--- src/rtl/instr_sequencer_if.sv ---
// Instruction-fetch and data-memory handshake bundle between the sequencer
// (master) and the memory subsystem (slave).
interface instr_sequencer_if #(
  parameter int PC_W = 8
) ();
  logic            imem_req;
  logic [PC_W-1:0] imem_addr;
  logic            imem_ready;
  logic [7:0]      imem_rdata;
  logic            dmem_req;
  logic            dmem_we;
  logic            dmem_ready;

  modport master (
    output imem_req, imem_addr, dmem_req, dmem_we,
    input  imem_ready, imem_rdata, dmem_ready
  );

  modport slave (
    input  imem_req, imem_addr, dmem_req, dmem_we,
    output imem_ready, imem_rdata, dmem_ready
  );
endinterface

--- src/rtl/instr_sequencer.sv ---
// Multi-cycle fetch/decode/execute/mem/writeback sequencer for the 8-bit core:
// owns pc and ir, sequences strobes from decoder flags, supports halt.
module instr_sequencer #(
  parameter int              PC_W     = 8,
  parameter logic [PC_W-1:0] RESET_PC = '0
) (
  input  logic              clk,
  input  logic              reset,
  instr_sequencer_if.master bus,
  output logic [7:0]        ir_o,
  input  logic              mem_read_i,
  input  logic              mem_write_i,
  input  logic              reg_write_i,
  input  logic              pc_load_i,
  input  logic [PC_W-1:0]   pc_load_val_i,
  output logic              alu_en_o,
  output logic              rf_we_o,
  input  logic              halt_req_i,
  output logic              halted_o,
  output logic [PC_W-1:0]   pc_o,
  output logic [15:0]       retired_o,
  output logic [2:0]        state_o
);

  typedef enum logic [2:0] {
    S_FETCH  = 3'd0,
    S_DECODE = 3'd1,
    S_EXEC   = 3'd2,
    S_MEM    = 3'd3,
    S_WB     = 3'd4,
    S_HALT   = 3'd5
  } state_e;

  state_e          state_q;
  logic [PC_W-1:0] pc_q;
  logic [PC_W-1:0] next_pc_q;
  logic [7:0]      ir_q;
  logic [15:0]     retired_q;
  logic            run_s;

  // Sequencer state, program counter, instruction register and retire count.
  always_ff @(posedge clk) begin
    if (reset) begin
      state_q   <= S_FETCH;
      pc_q      <= RESET_PC;
      next_pc_q <= RESET_PC;
      ir_q      <= 8'h00;
      retired_q <= 16'd0;
    end else begin
      case (state_q)
        S_FETCH: begin
          if (bus.imem_ready) begin
            ir_q    <= bus.imem_rdata;
            state_q <= S_DECODE;
          end else begin
            state_q <= S_FETCH;
          end
        end
        S_DECODE: state_q <= S_EXEC;
        S_EXEC: begin
          next_pc_q <= pc_load_i ? pc_load_val_i : pc_q + PC_W'(1);
          state_q   <= (mem_read_i | mem_write_i) ? S_MEM : S_WB;
        end
        S_MEM: begin
          if (bus.dmem_ready) begin
            state_q <= S_WB;
          end else begin
            state_q <= S_MEM;
          end
        end
        S_WB: begin
          pc_q      <= next_pc_q;
          retired_q <= retired_q + 16'd1;
          state_q   <= halt_req_i ? S_HALT : S_FETCH;
        end
        S_HALT: begin
          if (!halt_req_i) begin
            state_q <= S_FETCH;
          end else begin
            state_q <= S_HALT;
          end
        end
        default: state_q <= S_FETCH;
      endcase
    end
  end

  // Outputs decode the state register only; reset masks everything except pc/state.
  assign run_s = ~reset;

  assign bus.imem_req  = run_s & (state_q == S_FETCH);
  assign bus.imem_addr = run_s ? pc_q : '0;
  assign bus.dmem_req  = run_s & (state_q == S_MEM);
  assign bus.dmem_we   = run_s & (state_q == S_MEM) & mem_write_i;
  assign alu_en_o      = run_s & (state_q == S_EXEC);
  assign rf_we_o       = run_s & (state_q == S_WB) & reg_write_i;
  assign halted_o      = run_s & (state_q == S_HALT);
  assign ir_o          = run_s ? ir_q : 8'h00;
  assign retired_o     = run_s ? retired_q : 16'd0;
  assign pc_o          = pc_q;
  assign state_o       = state_q;

endmodule
--- src/flat_wrapper.sv ---
// flat-port wrapper written by rule: the top's interface ports become plain ports
module instr_sequencer_flat 
#(
  parameter int              PC_W     = 8,
  parameter logic [PC_W-1:0] RESET_PC = '0
)
  (clk, reset, ir_o, mem_read_i, mem_write_i, reg_write_i, pc_load_i, pc_load_val_i, alu_en_o, rf_we_o, halt_req_i, halted_o, pc_o, retired_o, state_o, bus_imem_req, bus_imem_addr, bus_dmem_req, bus_dmem_we, bus_imem_ready, bus_imem_rdata, bus_dmem_ready);
  instr_sequencer_if #(.PC_W(PC_W)) bus_i ();
  input  logic clk;
  input  logic reset;
  output logic [7:0] ir_o;
  input  logic mem_read_i;
  input  logic mem_write_i;
  input  logic reg_write_i;
  input  logic pc_load_i;
  input  logic [PC_W-1:0] pc_load_val_i;
  output logic alu_en_o;
  output logic rf_we_o;
  input  logic halt_req_i;
  output logic halted_o;
  output logic [PC_W-1:0] pc_o;
  output logic [15:0] retired_o;
  output logic [2:0] state_o;
  output wire logic [$bits(bus_i.imem_req)-1:0] bus_imem_req;
  output wire logic [$bits(bus_i.imem_addr)-1:0] bus_imem_addr;
  output wire logic [$bits(bus_i.dmem_req)-1:0] bus_dmem_req;
  output wire logic [$bits(bus_i.dmem_we)-1:0] bus_dmem_we;
  input wire logic [$bits(bus_i.imem_ready)-1:0] bus_imem_ready;
  input wire logic [$bits(bus_i.imem_rdata)-1:0] bus_imem_rdata;
  input wire logic [$bits(bus_i.dmem_ready)-1:0] bus_dmem_ready;
  assign bus_imem_req = bus_i.imem_req;
  assign bus_imem_addr = bus_i.imem_addr;
  assign bus_dmem_req = bus_i.dmem_req;
  assign bus_dmem_we = bus_i.dmem_we;
  assign bus_i.imem_ready = bus_imem_ready;
  assign bus_i.imem_rdata = bus_imem_rdata;
  assign bus_i.dmem_ready = bus_dmem_ready;
  instr_sequencer #(.PC_W(PC_W), .RESET_PC(RESET_PC)) u_core (.clk(clk), .reset(reset), .bus(bus_i), .ir_o(ir_o), .mem_read_i(mem_read_i), .mem_write_i(mem_write_i), .reg_write_i(reg_write_i), .pc_load_i(pc_load_i), .pc_load_val_i(pc_load_val_i), .alu_en_o(alu_en_o), .rf_we_o(rf_we_o), .halt_req_i(halt_req_i), .halted_o(halted_o), .pc_o(pc_o), .retired_o(retired_o), .state_o(state_o));
endmodule
--- config.mk ---
export PLATFORM = sky130hd
export DESIGN_NAME = instr_sequencer_flat
export DESIGN_NICKNAME = d
export VERILOG_FILES = /design/src/rtl/instr_sequencer_if.sv /design/src/rtl/instr_sequencer.sv /design/src/flat_wrapper.sv
export SDC_FILE = /design/constraint.sdc
export NUM_CORES = 1
export LEC_CHECK = 0
export ABC_CLOCK_PERIOD_IN_PS = 2100
export CAP_MARGIN = 5
export CELL_PAD_IN_SITES_DETAIL_PLACEMENT = 1
export CELL_PAD_IN_SITES_GLOBAL_PLACEMENT = 2
export CORE_ASPECT_RATIO = 1.1
export CORE_MARGIN = 5
export CORE_UTILIZATION = 26
export CTS_BUF_LIST = sky130_fd_sc_hd__clkbuf_8
export CTS_CLUSTER_SIZE = 28
export DETAILED_ROUTE_END_ITERATION = 6
export GPL_TIMING_DRIVEN = 0
export PLACE_DENSITY_LB_ADDON = 0.1
export SETUP_SLACK_MARGIN = 0.2
export SLEW_MARGIN = 0
export SYNTH_ARGS = -nofsm -noshare
export SYNTH_HDL_FRONTEND = slang
export SYNTH_SLANG_ARGS = --single-unit
--- constraint.sdc ---
create_clock -name clk -period 2.1 [get_ports clk]
set_clock_uncertainty 0.2 [all_clocks]
set_input_delay 0.42 -clock clk [delete_from_list [all_inputs] [get_ports clk]]
set_output_delay 0.42 -clock clk [all_outputs]
set_load 0.1 [all_outputs]
Word-level counts from Yosys, hierarchy flattened
Index checks and enable logic that the tools add are counted.

storage, ports and cells
  bits in registers = 43
  output and inout port bits = 49
  word-level logic and storage cells = 33

cells by class
  $add $sub $neg = 2
  equality and inequality tests = 5
  mux-type cells = 9
  bitwise logic cells = 9
  reduce and logical (&&, ||, !) cells = 3

operators with widths
  operator                                              count
  two-way mux 8 bit                                     3
  adder 16 x 1 -> 16 bit (second input constant)        1
  two-way mux 16 bit                                    1
  one-hot mux 3 bit (5 select lines)                    1
  two-way mux 3 bit                                     3
  adder 8 x 1 -> 8 bit (second input constant)          1
  bitwise AND 1 bit                                     7
  equality test 3 x 2 -> 1 bit (second input constant)  2
  equality test 3 bit (second input constant)           2
  equality test 3 x 1 -> 1 bit (second input constant)  1
  zero test 3 bit                                       1
  AND reduction 2 bit                                   1
  OR reduction 2 bit                                    1
  two-way mux 1 bit                                     1
  inverter 1 bit                                        1
  OR 1 bit                                              1

Longest topological paths before layout
  depth in word-level cells = 3
  mapped depth = 5
  depth with buffers taken out = 5

Worst setup path after synthesis
No wires, ideal clock.

  kind = register -> output
  start = reg u_core.state_q[2] (netlist: u_core.state_o[2])
  end = out rf_we_o
  data arrival time = 3.932 ns
  setup slack = -2.452 ns
  stages on the path, launching flop included = 4
  buffers on the path = 1
  cell sequence = dfxtp_1 or3b_4 clkbuf_1 nor3b_1

on the way
  cells in the longest elaborated chain, start to end = 3

RTL lines
  item                            RTL line               RTL
  start: declaration              instr_sequencer.sv:34  state_e state_q;
  start signal: assignment        instr_sequencer.sv:62  state_q <= (mem_read_i | mem_write_i) ? S_MEM : S_WB;
  start signal: assignment        instr_sequencer.sv:74  state_q <= halt_req_i ? S_HALT : S_FETCH;
  equality test 3 bit             instr_sequencer.sv:96  assign rf_we_o = run_s & (state_q == S_WB) & reg_write_i;
  bitwise AND 1 bit (2 in a row)  instr_sequencer.sv:96
  end: declaration                flat_wrapper.sv:18     output logic rf_we_o;

No other way between the ends.

Worst setup path after layout
  start = reg u_core.state_q[0] (netlist: u_core.state_o[0])
  end = out rf_we_o

The elaborated chain is that of the path after synthesis.

==> metrics.txt <==
status finished with violations; failing checks negative setup slack; TritonCTS buffer count 5; DR vias/cell 4.648; post-synth top area cell dfxtp_1; final WL 7442 um; setup ws final -147.1 ps; Slew HR 36.38%; Die Width 97.30 um; Final setup viols 7; io pins 74; Final TNS setup -403.9 ps; antenna violations before repair 0; Worst Tran Pin Value 958.1 ps; Die Area 0.01032 sq mm; Cell Area, Synth 0.002180 sq mm; MaxCap Viol Count 0; vias in the first global route 2426; largest net degree at the start of global routing 15; H-Tree Depth 2; Slew Limit Fails 0; fin crit period 2247 ps; crit end category primary output; Initial Util 26.33%; Leak 0.001428 uW; detailed-route DRC error count 0; post-route clock period utilization 107.0%; Critical R2R Capture u_core.retired_q[13]; Via Count 2231; asr flop ratio synth 0%; commonest cells in the netlist dfxtp_1, nand2_1, nor2b_1; global route total overflow 0; CTS tree built; first-pass detailed-route iteration total 4; sequential area share after synthesis 39.49%; register bit total from synthesis 43; Worst EP required 1480 ps; final non-filler cell total 480; DR WL/cell 15.50 um; startpoint types flop; Clock transition at path regs 90 ps; IO Port Bufs 73; Top FF cell, synth dfxtp_1; Synth Net Count 297; GRT Total Usage 14.31%; flop2flop setup slack -80 ps; Iteration-0 DRC Markers 70; Nets 395; Post-synth EDFFs 0; CTS Hold Bufs 0; placer's final routability congestion estimate 0.7330; final hold viol count 0; RSZ-0062 raised after global routing yes; Worst Hold Path Cells 2; Antenna Cells 0; Yosys top cell area share 39.49%; remaining antenna violation count after routing 0; Cells after DPL 454; worst-skew pair later-pin latency 300 ps; Worst EP arrival 1630 ps; # rows 35; chip height 106.0 um; Synth cell types 45; Max Fclk 445.0 MHz; RR Startpoint u_core.state_o[0]; Core Footprint 0.008277 sq mm; area grow syn2layout 69.35%; share of layout cells above drive strength 1 38.48%; hold path endpoint u_core.pc_o[6]; Synth area leaders dfxtp_1, nor2b_1, nand2_1, a21oi_1, xnor2_1; CTS max path bufs 2; Place WS -1900 ps; CTS Root Cell clkbuf_8; clock sink count 43; Power Dens Cells 540.3 mW/mm^2; first-pass GRT wire length 12150 um; overall power 1994 uW; CP max FO 5; DP HPWL 5431 um; hold path start u_core.next_pc_q[6]; Post-Syn Instances 270; Hold Crit Class reg2reg; Reg2Reg Depth 6; synthesized area per cell 8.073 sq um; peak supply drop 0.2616 mV; Warnings, synthesis 0; Crit Path Class reg2out
worst max-delay path by stage:
stage,startpoint,endpoint
after global routing,u_core.state_o[0],rf_we_o
after detailed placement,reset,rf_we_o
after floorplan,u_core.state_o[2],rf_we_o
after global placement,reset,rf_we_o
after CTS,u_core.state_o[0],rf_we_o
final,u_core.state_o[0],rf_we_o
kinds of logic (layout without fill, tap and decap cells):
family          count (synthesis)  in the layout  share of synthesized area, %
buf+inv                        17            116                         2.985
fa+ha+maj                       2              2                         1.148
simple gates                  150            150                         37.89
mux                             5              5                         2.468
compound gates                 39             39                         10.39
flops                          43             43                         39.50
xor+xnor                       14             14                         5.625
critical path, cell delays in order, from the launching register on:
cell	delay, ps
dfxtp_4	360
or3b_4	410
clkbuf_16	160
nor3b_4	200
buf_12	200
cell type report:
class | instances | area [sq um]
repair buffers | 91 | 859.6
well taps | 111 | 138.9
plain buffers | 16 | 197.7
fillers | 955 | 4586
flip-flops and latches | 43 | 903.4
clock inverters | 3 | 43.79
inverters | 1 | 3.754
multi-input cells | 210 | 1475
clock buffers | 5 | 68.82
registers in the layout, indices dropped and copies added (netlist names):
name and cells:
u_core.next_pc_q 8, u_core.ir_q 8, u_core.state_o 3, u_core.retired_q 16, u_core.pc_o 8
timing repair:
item,4_1_cts,5_1_grt
endpoints found under the setup margin,90,58
gates resized for setup,319,41
pin swaps,5,9
buffers inserted,5,13
power by group:
group / switching (uW) / total, uW / internal [uW]
Combinational: 290 / 483 / 193
Clock: 305 / 660 / 355
Sequential: 19.0 / 852 / 833
placed cells by master, fill, tap and decap left out, drive strengths merged, types with 2 or more instances in the layout:
master / netlist / final
clkinv: 0 / 2
nand3b: 2 / 2
clkdlybuf4s50: 0 / 23
mux2: 3 / 3
clkbuf: 14 / 17
nand2: 43 / 43
nor3b: 5 / 5
a31oi: 2 / 2
nor4: 4 / 4
nor2: 20 / 20
nand2b: 4 / 4
dfxtp: 43 / 43
or3b: 3 / 3
and3: 4 / 4
buf: 2 / 67
ha: 2 / 2
clkdlybuf4s18: 0 / 3
o211ai: 2 / 2
nand4: 5 / 5
xnor2: 10 / 10
nand3: 14 / 14
a211oi: 2 / 2
mux2i: 2 / 2
o21ai: 2 / 2
xor2: 4 / 4
nor2b: 32 / 32
a21oi: 25 / 25
nor3: 6 / 6
metrics by stage:
| step | hold WS (ps) | cell area [sq um] | utilization [%] |
|---|---|---|---|
| 2_1_floorplan | 221.6 | 2389 | - |
| 3_3_place_gp | 228.6 | 3258 | 39.37 |
| 6_report | 243.4 | 3691 | 44.60 |
| 4_1_cts | 240.7 | 3532 | 42.68 |
| 5_1_grt | 253.7 | 3691 | 44.60 |
| 3_5_place_dp | 237.7 | 3258 | 39.37 |
layer usage:
metal	wire length (um)	share of wire, %	global-route usage, %
met5	0	0	0
met4	61	0.82	2.671
met3	267	3.6	3.346
met2	3711	50	25.74
met1	3402	46	17.55
Note: power is estimated with default switching activity, not from simulation.
